**src/rtl/fill_span_writer.sv**
```systemverilog
// Writes one horizontal span of pixels into the frame buffer, then answers the
// fill controller with a one-cycle fill_done and waits for the request to drop.
module fill_span_writer #(
    parameter int unsigned X_W      = 10,
    parameter int unsigned Y_W      = 9,
    parameter int unsigned COLOR_W  = 8,
    parameter int unsigned SCREEN_W = 640,
    parameter int unsigned ADDR_W   = 19
) (
    input  logic               clk,
    input  logic               n_rst,
    input  logic               fill_start,
    input  logic [X_W-1:0]     x_left,
    input  logic [X_W-1:0]     x_right,
    input  logic [Y_W-1:0]     row_y,
    input  logic [COLOR_W-1:0] color,
    input  logic               fb_ready,
    output logic               fb_wr,
    output logic [ADDR_W-1:0]  fb_addr,
    output logic [COLOR_W-1:0] fb_data,
    output logic               fill_done,
    output logic               busy
);

    typedef enum logic [2:0] {StIdle, StSetup, StWrite, StDone, StRelease} state_e;

    localparam logic [X_W-1:0] XMax = X_W'(SCREEN_W - 1);

    state_e state_q, state_d;

    logic [X_W-1:0]     lo_q, hi_q, x_q;
    logic [Y_W-1:0]     row_q;
    logic [COLOR_W-1:0] color_q;
    logic [ADDR_W-1:0]  base_q;
    logic               last_pix;
    logic               empty_span;

    assign last_pix   = (x_q == hi_q);
    assign empty_span = (lo_q > XMax);

    always_ff @(posedge clk or negedge n_rst) begin
        if (!n_rst) begin
            state_q <= StIdle;
        end else begin
            state_q <= state_d;
        end
    end

    always_comb begin
        state_d = state_q;
        unique case (state_q)
            StIdle:    if (fill_start) state_d = StSetup;
            StSetup:   state_d = empty_span ? StDone : StWrite;
            StWrite:   if (fb_ready && last_pix) state_d = StDone;
            StDone:    state_d = StRelease;
            StRelease: if (!fill_start) state_d = StIdle;
            default:   state_d = StIdle;
        endcase
    end

    // Span registers: bounds are ordered at capture, clamped and converted to a
    // row base address during SETUP, then x walks lo..hi on each accepted write.
    always_ff @(posedge clk or negedge n_rst) begin
        if (!n_rst) begin
            lo_q    <= '0;
            hi_q    <= '0;
            x_q     <= '0;
            row_q   <= '0;
            color_q <= '0;
            base_q  <= '0;
        end else begin
            unique case (state_q)
                StIdle: begin
                    if (fill_start) begin
                        lo_q    <= (x_left <= x_right) ? x_left : x_right;
                        hi_q    <= (x_left <= x_right) ? x_right : x_left;
                        row_q   <= row_y;
                        color_q <= color;
                    end
                end
                StSetup: begin
                    if (hi_q > XMax) hi_q <= XMax;
                    base_q <= ADDR_W'(row_q) * ADDR_W'(SCREEN_W);
                    x_q    <= lo_q;
                end
                StWrite: begin
                    if (fb_ready && !last_pix) x_q <= x_q + X_W'(1);
                end
                default: ;
            endcase
        end
    end

    always_comb begin
        fb_wr     = (state_q == StWrite);
        fill_done = (state_q == StDone);
        busy      = (state_q != StIdle);
        fb_addr   = base_q + ADDR_W'(x_q);
        fb_data   = color_q;
    end

endmodule

```
**config.mk**
```make
export PLATFORM = sky130hd
export DESIGN_NAME = fill_span_writer
export DESIGN_NICKNAME = d
export VERILOG_FILES = /design/src/rtl/fill_span_writer.sv
export SDC_FILE = /design/constraint.sdc
export NUM_CORES = 1
export LEC_CHECK = 0
export CORE_AREA = 2 2 112 93
export DETAILED_ROUTE_END_ITERATION = 7
export DIE_AREA = 0 0 114 95
export GPL_TIMING_DRIVEN = 0
export PLACE_DENSITY = 0.71
export SYNTH_ARGS = -nofsm -noshare
export SYNTH_HDL_FRONTEND = slang
export SYNTH_SLANG_ARGS = --single-unit
```
**constraint.sdc**
```tcl
create_clock -name clk -period 6.79 [get_ports clk]
set_input_delay 0.679 -clock clk [delete_from_list [all_inputs] [get_ports clk]]
set_output_delay 0.679 -clock clk [all_outputs]
set_load 0.005 [all_outputs]
```
# After elaboration in Yosys (flattened, before gate mapping)

Index checks and enable logic that the tools add are counted.

Bits in writable memories: 0
Output and inout bits: 30
Bits of input ports: 41
Logic and storage cells: 46
Bits in read-only memories: 0
Memories kept: 0
Register bits: 62
Latch bits: 0

$mul: 1
Add/sub/neg operators: 2
Magnitude comparators: 3
Div/mod/pow operators: 0
Equal/unequal tests: 10
Shift-type cells: 0
Muxes and demuxes: 12
Reductions and logical operators: 11
Bitwise logic cells: 0

Operator list:

| cell                                                                 | number |
|---|---|
| 10-bit 2-to-1 mux                                                    | 5 |
| 10-bit case mux with 2 select lines                                  | 2 |
| 10-bit > comparator (second input constant)                          | 2 |
| 19-bit by 10-bit adder with 19-bit output                            | 1 |
| 3-bit case mux with 5 select lines                                   | 1 |
| 9-bit by 3-bit multiplier with 12-bit output (second input constant) | 1 |
| 10-bit by 1-bit adder with 10-bit output (second input constant)     | 1 |
| 10-bit == test                                                       | 1 |
| 10-bit less-or-equal comparator                                      | 1 |
| 3-bit 2-to-1 mux                                                     | 3 |
| 3-bit by 2-bit == test with 1-bit output (second input constant)     | 2 |
| 2-bit != test (second input constant)                                | 3 |
| 3-bit AND reduction                                                  | 2 |
| 2-bit by 1-bit != test with 1-bit output (second input constant)     | 2 |
| 2-bit AND reduction                                                  | 2 |
| 2-bit nonzero test                                                   | 2 |
| 3-bit by 1-bit == test with 1-bit output (second input constant)     | 1 |
| 3-bit == test (second input constant)                                | 1 |
| 3-bit zero test                                                      | 1 |
| 3-bit nonzero test                                                   | 1 |
| 1-bit logical AND                                                    | 2 |
| 1-bit zero test                                                      | 1 |
| 1-bit 2-to-1 mux                                                     | 1 |

# Depth between registers and ports, before layout

Gate-level depths: netlist of the first run.

Depth in word-level cells: 5
Depth in mapped cells: 9
Mapped depth without buffers: 9

# Worst setup path before layout of the first run

OpenSTA, ideal clock, no wires.

Kind: register -> output
Start point: reg x_q[7]
End point: out fb_addr[15]
Data arrival time: 1.537 ns
Path buffers: 0
Slack: 4.574 ns
Stages on the path, launching flop included: 8
Path through: dfrtp_1 > ha_1 > fa_1 > a21o_1 > nand2_1 > nor2_1 > nand3_1 > xnor2_1

Longest elaborated chain between the ends: 1

RTL lines:

| item                                      | line | text |
|---|---|---|
| start: declaration                        | 31   | `logic [X_W-1:0] lo_q, hi_q, x_q;` |
| start signal: assignment                  | 84   | `x_q <= lo_q;` |
| start signal: assignment                  | 87   | `if (fb_ready && !last_pix) x_q <= x_q + X_W'(1);` |
| 19-bit by 10-bit adder with 19-bit output | 98   | `fb_addr = base_q + ADDR_W'(x_q);` |
| end: declaration                          | 19   | `output logic [ADDR_W-1:0] fb_addr,` |

No other way between the ends.

# Worst setup path after layout of the first run

Start point: reg x_q[7]
End point: out fb_addr[17]

The elaborated chain is that of the path after synthesis.

==> impl_metrics.toml, run 1 <==
[timing]
setup_viol = 0
slew_headroom_pct = 57.1
worstMarginPinSlew_ns = 0.638
finalHoldViolCount = 0
skew_ns = 0.00581
tns_ns = 0
finalCritPeriodShare_pct = 47.8
fmax_ghz = 0.308
final-max-slew-violation-count = 0
fin_crit_ns = 3.25
layout_setup_ws_ns = 3.54
rsz0062_at_grt = "false"

[finish]
final_nets = 577
layout-drive-gt1-share_pct = 6.65
num_antenna_cells = 0
final_util_pct = 50.7
nFillCells = 885
final_cell_mix = "103 x nand2_1, 69 x clkdlybuf4s50_1, 62 x dfrtp_1, 28 x ha_1, 27 x o21ai_0"
final_common_cell = "nand2_1"
area_growth_pct = 31.2
fin_area_um2 = 4980

[placed_design]
io_buffers = 70
dp_slack_ns = 3.82
hpwlAfterDp_um = 7060
gp_congestion = 0.791
place_area_um2 = 4670

[clock_tree]
cts_sinks = 62
cts_tree = "built"
cts-resized-gates = 0
root_buffer = "clkbuf_16"
insertion_delay_ns = 0.33
post_cts_buffers = 0
htreeDepth = 3
cts.hold.buffers_added = 0
clkSlewWorstSetupHoldPaths_ns = 0.05
cts_buffers = 9
ctsLongestPathBuffers = 2

[grt]
grtUsageTotal_pct = 17.2
overflow = 0
antenna_found_initial = 0
grt_pass1_vias = 3128
grt_first_pass_wirelength_um = 14800
grt_max_degree = 42

[worst_setup_path]
crit_type = "reg2out"
cp_max_fo = 4
start_kind = "register"
cp.required_ns = 6.11
worstSetupEndpointType = "output pin"
arrival_ns = 2.57

[die]
start_util_pct = 38.6
die_y_um = 95
die_w_um = 114
io_pins = 71
core_area_um2 = 9830
rows = 33
fp.dieArea_um2 = 10800

[detailed_routing]
drt.antenna.violating_nets = 0
dr.pass1.iters = 4
num_vias = 3245
drt_wl_total_um = 8980
drt-wirelength-per-cell_um = 14.2
routed_via_density = 5.13
drcViolationCount = 0
drtIter0Drc = 175

[synthesis]
synth_edf_count = 0
synth_top_area_share_pct = 40.9
yosys-top-cells-area = "dfrtp_1 41%, nand2_1 10%, ha_1 9.2%"
syn_area_um2 = 3800
synth-seq-area-share_pct = 40.9
syn_nets = 495
syn_area_per_cell_um2 = 8.96
synth_seq_cells = 62
synthFlopType = "dfrtp_1"
netlist_instances = 424
synth.largest_area_cell = "dfrtp_1"
ys_warn_count = 0
yosys.cell_types.count = 48
async_flop_share_pct = 100

[pwr]
power_leakage_nw = 2.33
p_per_area_nw_per_um2 = 473
fin_total_pwr_w = 0.00235
ir_worst_vdd_uv = 169

[outcome]
status = "finished clean"

[flow_run]
drv_cap = 0

[hold_path]
hold_class = "in2async"
-- power by group --
part           internal [W]  leakage [nW]  total, W  switching, W
sequential         0.000549         0.758  0.000734      0.000185
clock              0.000320         0.152  0.000482      0.000162
combinational      0.000582          1.42   0.00114      0.000557
-- path summary, 6_finish.rpt --
kind                                         from                     end  cells past startpoint  slack (ns)
max reg2reg                  row_q[1]$_DFFE_PN0P_  base_q[16]$_DFFE_PN0P_                      9        4.28
max in group asynchronous                   n_rst     hi_q[5]$_DFFE_PN0P_                      2        5.88
min in group clk           fb_data[1]$_DFFE_PN0P_  fb_data[1]$_DFFE_PN0P_                      2        0.47
max                            x_q[7]$_DFFE_PN0P_             fb_addr[17]                      6        3.54
min reg2reg                fb_data[1]$_DFFE_PN0P_  fb_data[1]$_DFFE_PN0P_                      2        0.47
min                                         n_rst  base_q[18]$_DFFE_PN0P_                      1        0.32
-- synth_stat cells, types with 7 or more instances --
library cell / n
inv_1: 17
xnor2_1: 18
nand2_1: 103
a21oi_1: 18
nor3_1: 7
dfrtp_1: 62
clkbuf_1: 12
ha_1: 28
buf_4: 7
mux2i_1: 23
o21ai_0: 27
nor2_1: 21
-- worst max-delay path, stage by stage, from the launching register on --
cell,delay [ns]
dfrtp_1,0.44
ha_1,0.26
fa_1,0.40
a21o_1,0.20
and4_1,0.22
xor2_1,0.18
clkdlybuf4s50_1,0.54
-- layout make-up --
type	count	area [um2]	share of cell area [%]
Multi-Input combinational cell	321	2050	41.2
Buffer	23	124	2.49
Inverter	18	70.1	1.41
Clock inverter	6	86.3	1.73
Tap cell	122	153	3.06
Clock buffer	10	229	4.60
Sequential cell	62	1550	31.1
Timing Repair Buffer	71	716	14.4
-- cell families after synthesis --
kind of cell	Yosys count	synth area share [%]
multiplexers	23	6.06
adder cells (fa/ha/maj)	30	10.3
AND/OR/NAND/NOR	166	19.3
XOR/XNOR	23	5.30
flip-flops	62	40.9
AO/OA/AOI/OAI	79	13.0
buffers and inverters	41	5.11
-- sequential cells by signal (all words and copies together) (netlist names) --
| name | cells |
|---|---|
| base_q | 12 |
| fb_data | 8 |
| hi_q | 10 |
| lo_q | 10 |
| row_q | 9 |
| state_q | 3 |
| x_q | 10 |
-- routing by layer --
| layer | global-route usage (%) | wire length [um] | vias up | part of all wire (%) |
|---|---|---|---|---|
| met1 | 23.7 | 4260 | 1524 | 47 |
| met3 | 4.17 | 435 | 10 | 4.8 |
| met5 | 0 | 0 | - | 0 |
| met4 | 3.56 | 112 | 0 | 1.2 |
| li1 | - | - | 1625 | - |
| met2 | 27.9 | 4170 | 86 | 46 |
-- stage by stage --
| step | cells | hold slack (ns) |
|---|---|---|
| 2_1_floorplan | 424 | 0.383 |
| 3_3_place_gp | 616 | 0.463 |
| 3_5_place_dp | 617 | 0.465 |
| 4_1_cts | 633 | 0.332 |
| 5_1_grt | 633 | 0.354 |
| 6_report | 633 | 0.316 |
(Power assumes the default switching activity.)
==> inputs of run 2 (changes only) <==
clock period = 3.3 ns   (was 6.79 ns; I/O delays follow)
==> run 2 against run 1 <==
Global-route usage about the same. Sequential share of layout area decreased by 0.062 points. Non-clock buffer count increased by 1. Critical path depth unchanged. Register-to-register slack lost 3.5 ns. Routed wire length up 0.52%. Sequential power up 110%. Clock power rose by 110%. Via count about the same. Highest routed layer unchanged.
==> impl_metrics.toml, run 2 (synthesis results as in run 1) <==
[outcome]
status = "finished clean"

[clock_tree]
htreeDepth = 3
cts_tree = "built"
clkSlewWorstSetupHoldPaths_ns = 0.05
post_cts_buffers = 0
cts_buffers = 9
cts-resized-gates = 0
insertion_delay_ns = 0.33
root_buffer = "clkbuf_16"
ctsLongestPathBuffers = 2
cts_sinks = 62

[grt]
grt_max_degree = 42
antenna_found_initial = 0
grtUsageTotal_pct = 17.3
overflow = 0
grt_first_pass_wirelength_um = 14800
grt_pass1_vias = 3136

[detailed_routing]
drt_wl_total_um = 9030
routed_via_density = 5.12
drt-wirelength-per-cell_um = 14.2
num_vias = 3243
drt.antenna.violating_nets = 0
drtIter0Drc = 146
drcViolationCount = 0
dr.pass1.iters = 4

[worst_setup_path]
worstSetupEndpointType = "output pin"
critPathTopFamily = "adder cells"
cp_slowest_cell = "clkdlybuf4s50_1"
crit_chain = "ha_1 -> fa_1 -> a21o_1 -> and4_1 -> xor2_1 -> clkdlybuf4s50_1"
cp_max_fo = 4
slowest_delay_ns = 0.54
arrival_ns = 2.57
start_kind = "register"
crit_buf_inv = 1
path_depth = 6
cp.required_ns = 2.97
r2r_cells = 9
crit_type = "reg2out"

[die]
fp.dieArea_um2 = 10800
rows = 33
core_area_um2 = 9830
io_pins = 71
start_util_pct = 38.6
die_w_um = 114
die_y_um = 95

[placed_design]
gp_congestion = 0.791
hpwlAfterDp_um = 7060
dp_slack_ns = 0.676
place_area_um2 = 4670
io_buffers = 70

[timing]
finalCritPeriodShare_pct = 87.8
fmax_ghz = 0.345
skew_ns = 0.00393
rsz0062_at_grt = "false"
finalHoldViolCount = 0
final-max-slew-violation-count = 0
worstMarginPinSlew_ns = 0.638
fin_crit_ns = 2.90
setup_viol = 0
tns_ns = 0
layout_setup_ws_ns = 0.401
slew_headroom_pct = 57.1

[flow_run]
drv_cap = 0

[finish]
regMostFlops = "base_q"
final_util_pct = 50.8
final_common_cell = "nand2_1"
final_cell_mix = "103 x nand2_1, 69 x clkdlybuf4s50_1, 62 x dfrtp_1, 28 x ha_1, 27 x o21ai_0"
final_nets = 578
nFillCells = 884
num_antenna_cells = 0
fin_area_um2 = 4990
largest_reg_flops = 12
area_growth_pct = 31.4
layout-drive-gt1-share_pct = 6.64

[pwr]
power_leakage_nw = 2.34
p_per_area_nw_per_um2 = 972
ir_worst_vdd_uv = 350

[hold_path]
holdPathStages = 2
hold_class = "reg2reg"
-- run 2: cell count changes in the layout (fill, tap and decap cells not counted), sizes merged --
cell,delta
dlygate4sd3,+1
-- run 2: where the power goes --
group / leakage [nW] / total [W] / switching [W] / internal, W
Combinational: 1.43 / 0.00235 / 0.00115 / 0.00120
Sequential: 0.758 / 0.00151 / 0.000380 / 0.00113
Clock: 0.152 / 0.000991 / 0.000332 / 0.000659
-- run 2: per-stage QoR --
| step | power (W) | hold slack (ns) | instances |
|---|---|---|---|
| after CTS | 0.00487 | 0.477 | 634 |
| after global placement | 0.00375 | 0.463 | 616 |
| final | 0.00485 | 0.470 | 634 |
| after detailed placement | 0.00385 | 0.328 | 617 |
| after global routing | 0.00526 | 0.506 | 634 |
| after floorplan | 0.00293 | 0.0344 | 424 |
-- run 2: layer usage --
metal	vias to the layer above	share of wire, %	global-route usage, %
li1	1624	-	-
met1	1513	47	23.7
met2	94	46	28.0
met3	12	5.2	4.17
met4	0	1.3	3.56
met5	-	0	0
-- run 2: repair_timing --
item / 4_1_cts / 5_1_grt
hold endpoints to repair: 21 / 0
hold buffers: 1 / 0
endpoints found under the setup margin: 0 / 0
-- run 2: final timing paths --
check / from / end / slack (ns)
max in group asynchronous: n_rst / hi_q[6]$_DFFE_PN0P_ / 2.19
worst min-delay path: fb_data[1]$_DFFE_PN0P_ / fb_data[1]$_DFFE_PN0P_ / 0.47
min in group asynchronous: n_rst / base_q[18]$_DFFE_PN0P_ / 0.52
worst max-delay path: x_q[7]$_DFFE_PN0P_ / fb_addr[17] / 0.40
worst min register to register: fb_data[1]$_DFFE_PN0P_ / fb_data[1]$_DFFE_PN0P_ / 0.47
worst max register to register: row_q[1]$_DFFE_PN0P_ / base_q[16]$_DFFE_PN0P_ / 0.77
-- run 2: worst register-to-register path, stage by stage, from the launching register on --
cell      delay [ns]
dfrtp_1         0.42
ha_1            0.33
ha_1            0.24
fa_1            0.42
a21o_1          0.18
a21oi_1         0.20
nand2b_1        0.19
nor3b_1         0.08
a311oi_1        0.22
o21ai_0         0.12
-- run 2: cell type report --
| type | count | area, um2 | share of cell area, % |
|---|---|---|---|
| Inverter | 18 | 70.1 | 1.40 |
| Clock inverter | 6 | 86.3 | 1.73 |
| Multi-Input combinational cell | 321 | 2050 | 41.1 |
| Buffer | 23 | 124 | 2.48 |
| Tap cell | 122 | 153 | 3.06 |
| Sequential cell | 62 | 1550 | 31.1 |
| Timing Repair Buffer | 72 | 726 | 14.5 |
| Clock buffer | 10 | 229 | 4.59 |
==> inputs of run 3 (changes only) <==
HOLD_SLACK_MARGIN = 0.05   (was unset)
==> results of run 3 <==
Final layout, timing and power as in run 2 (identical DEF).
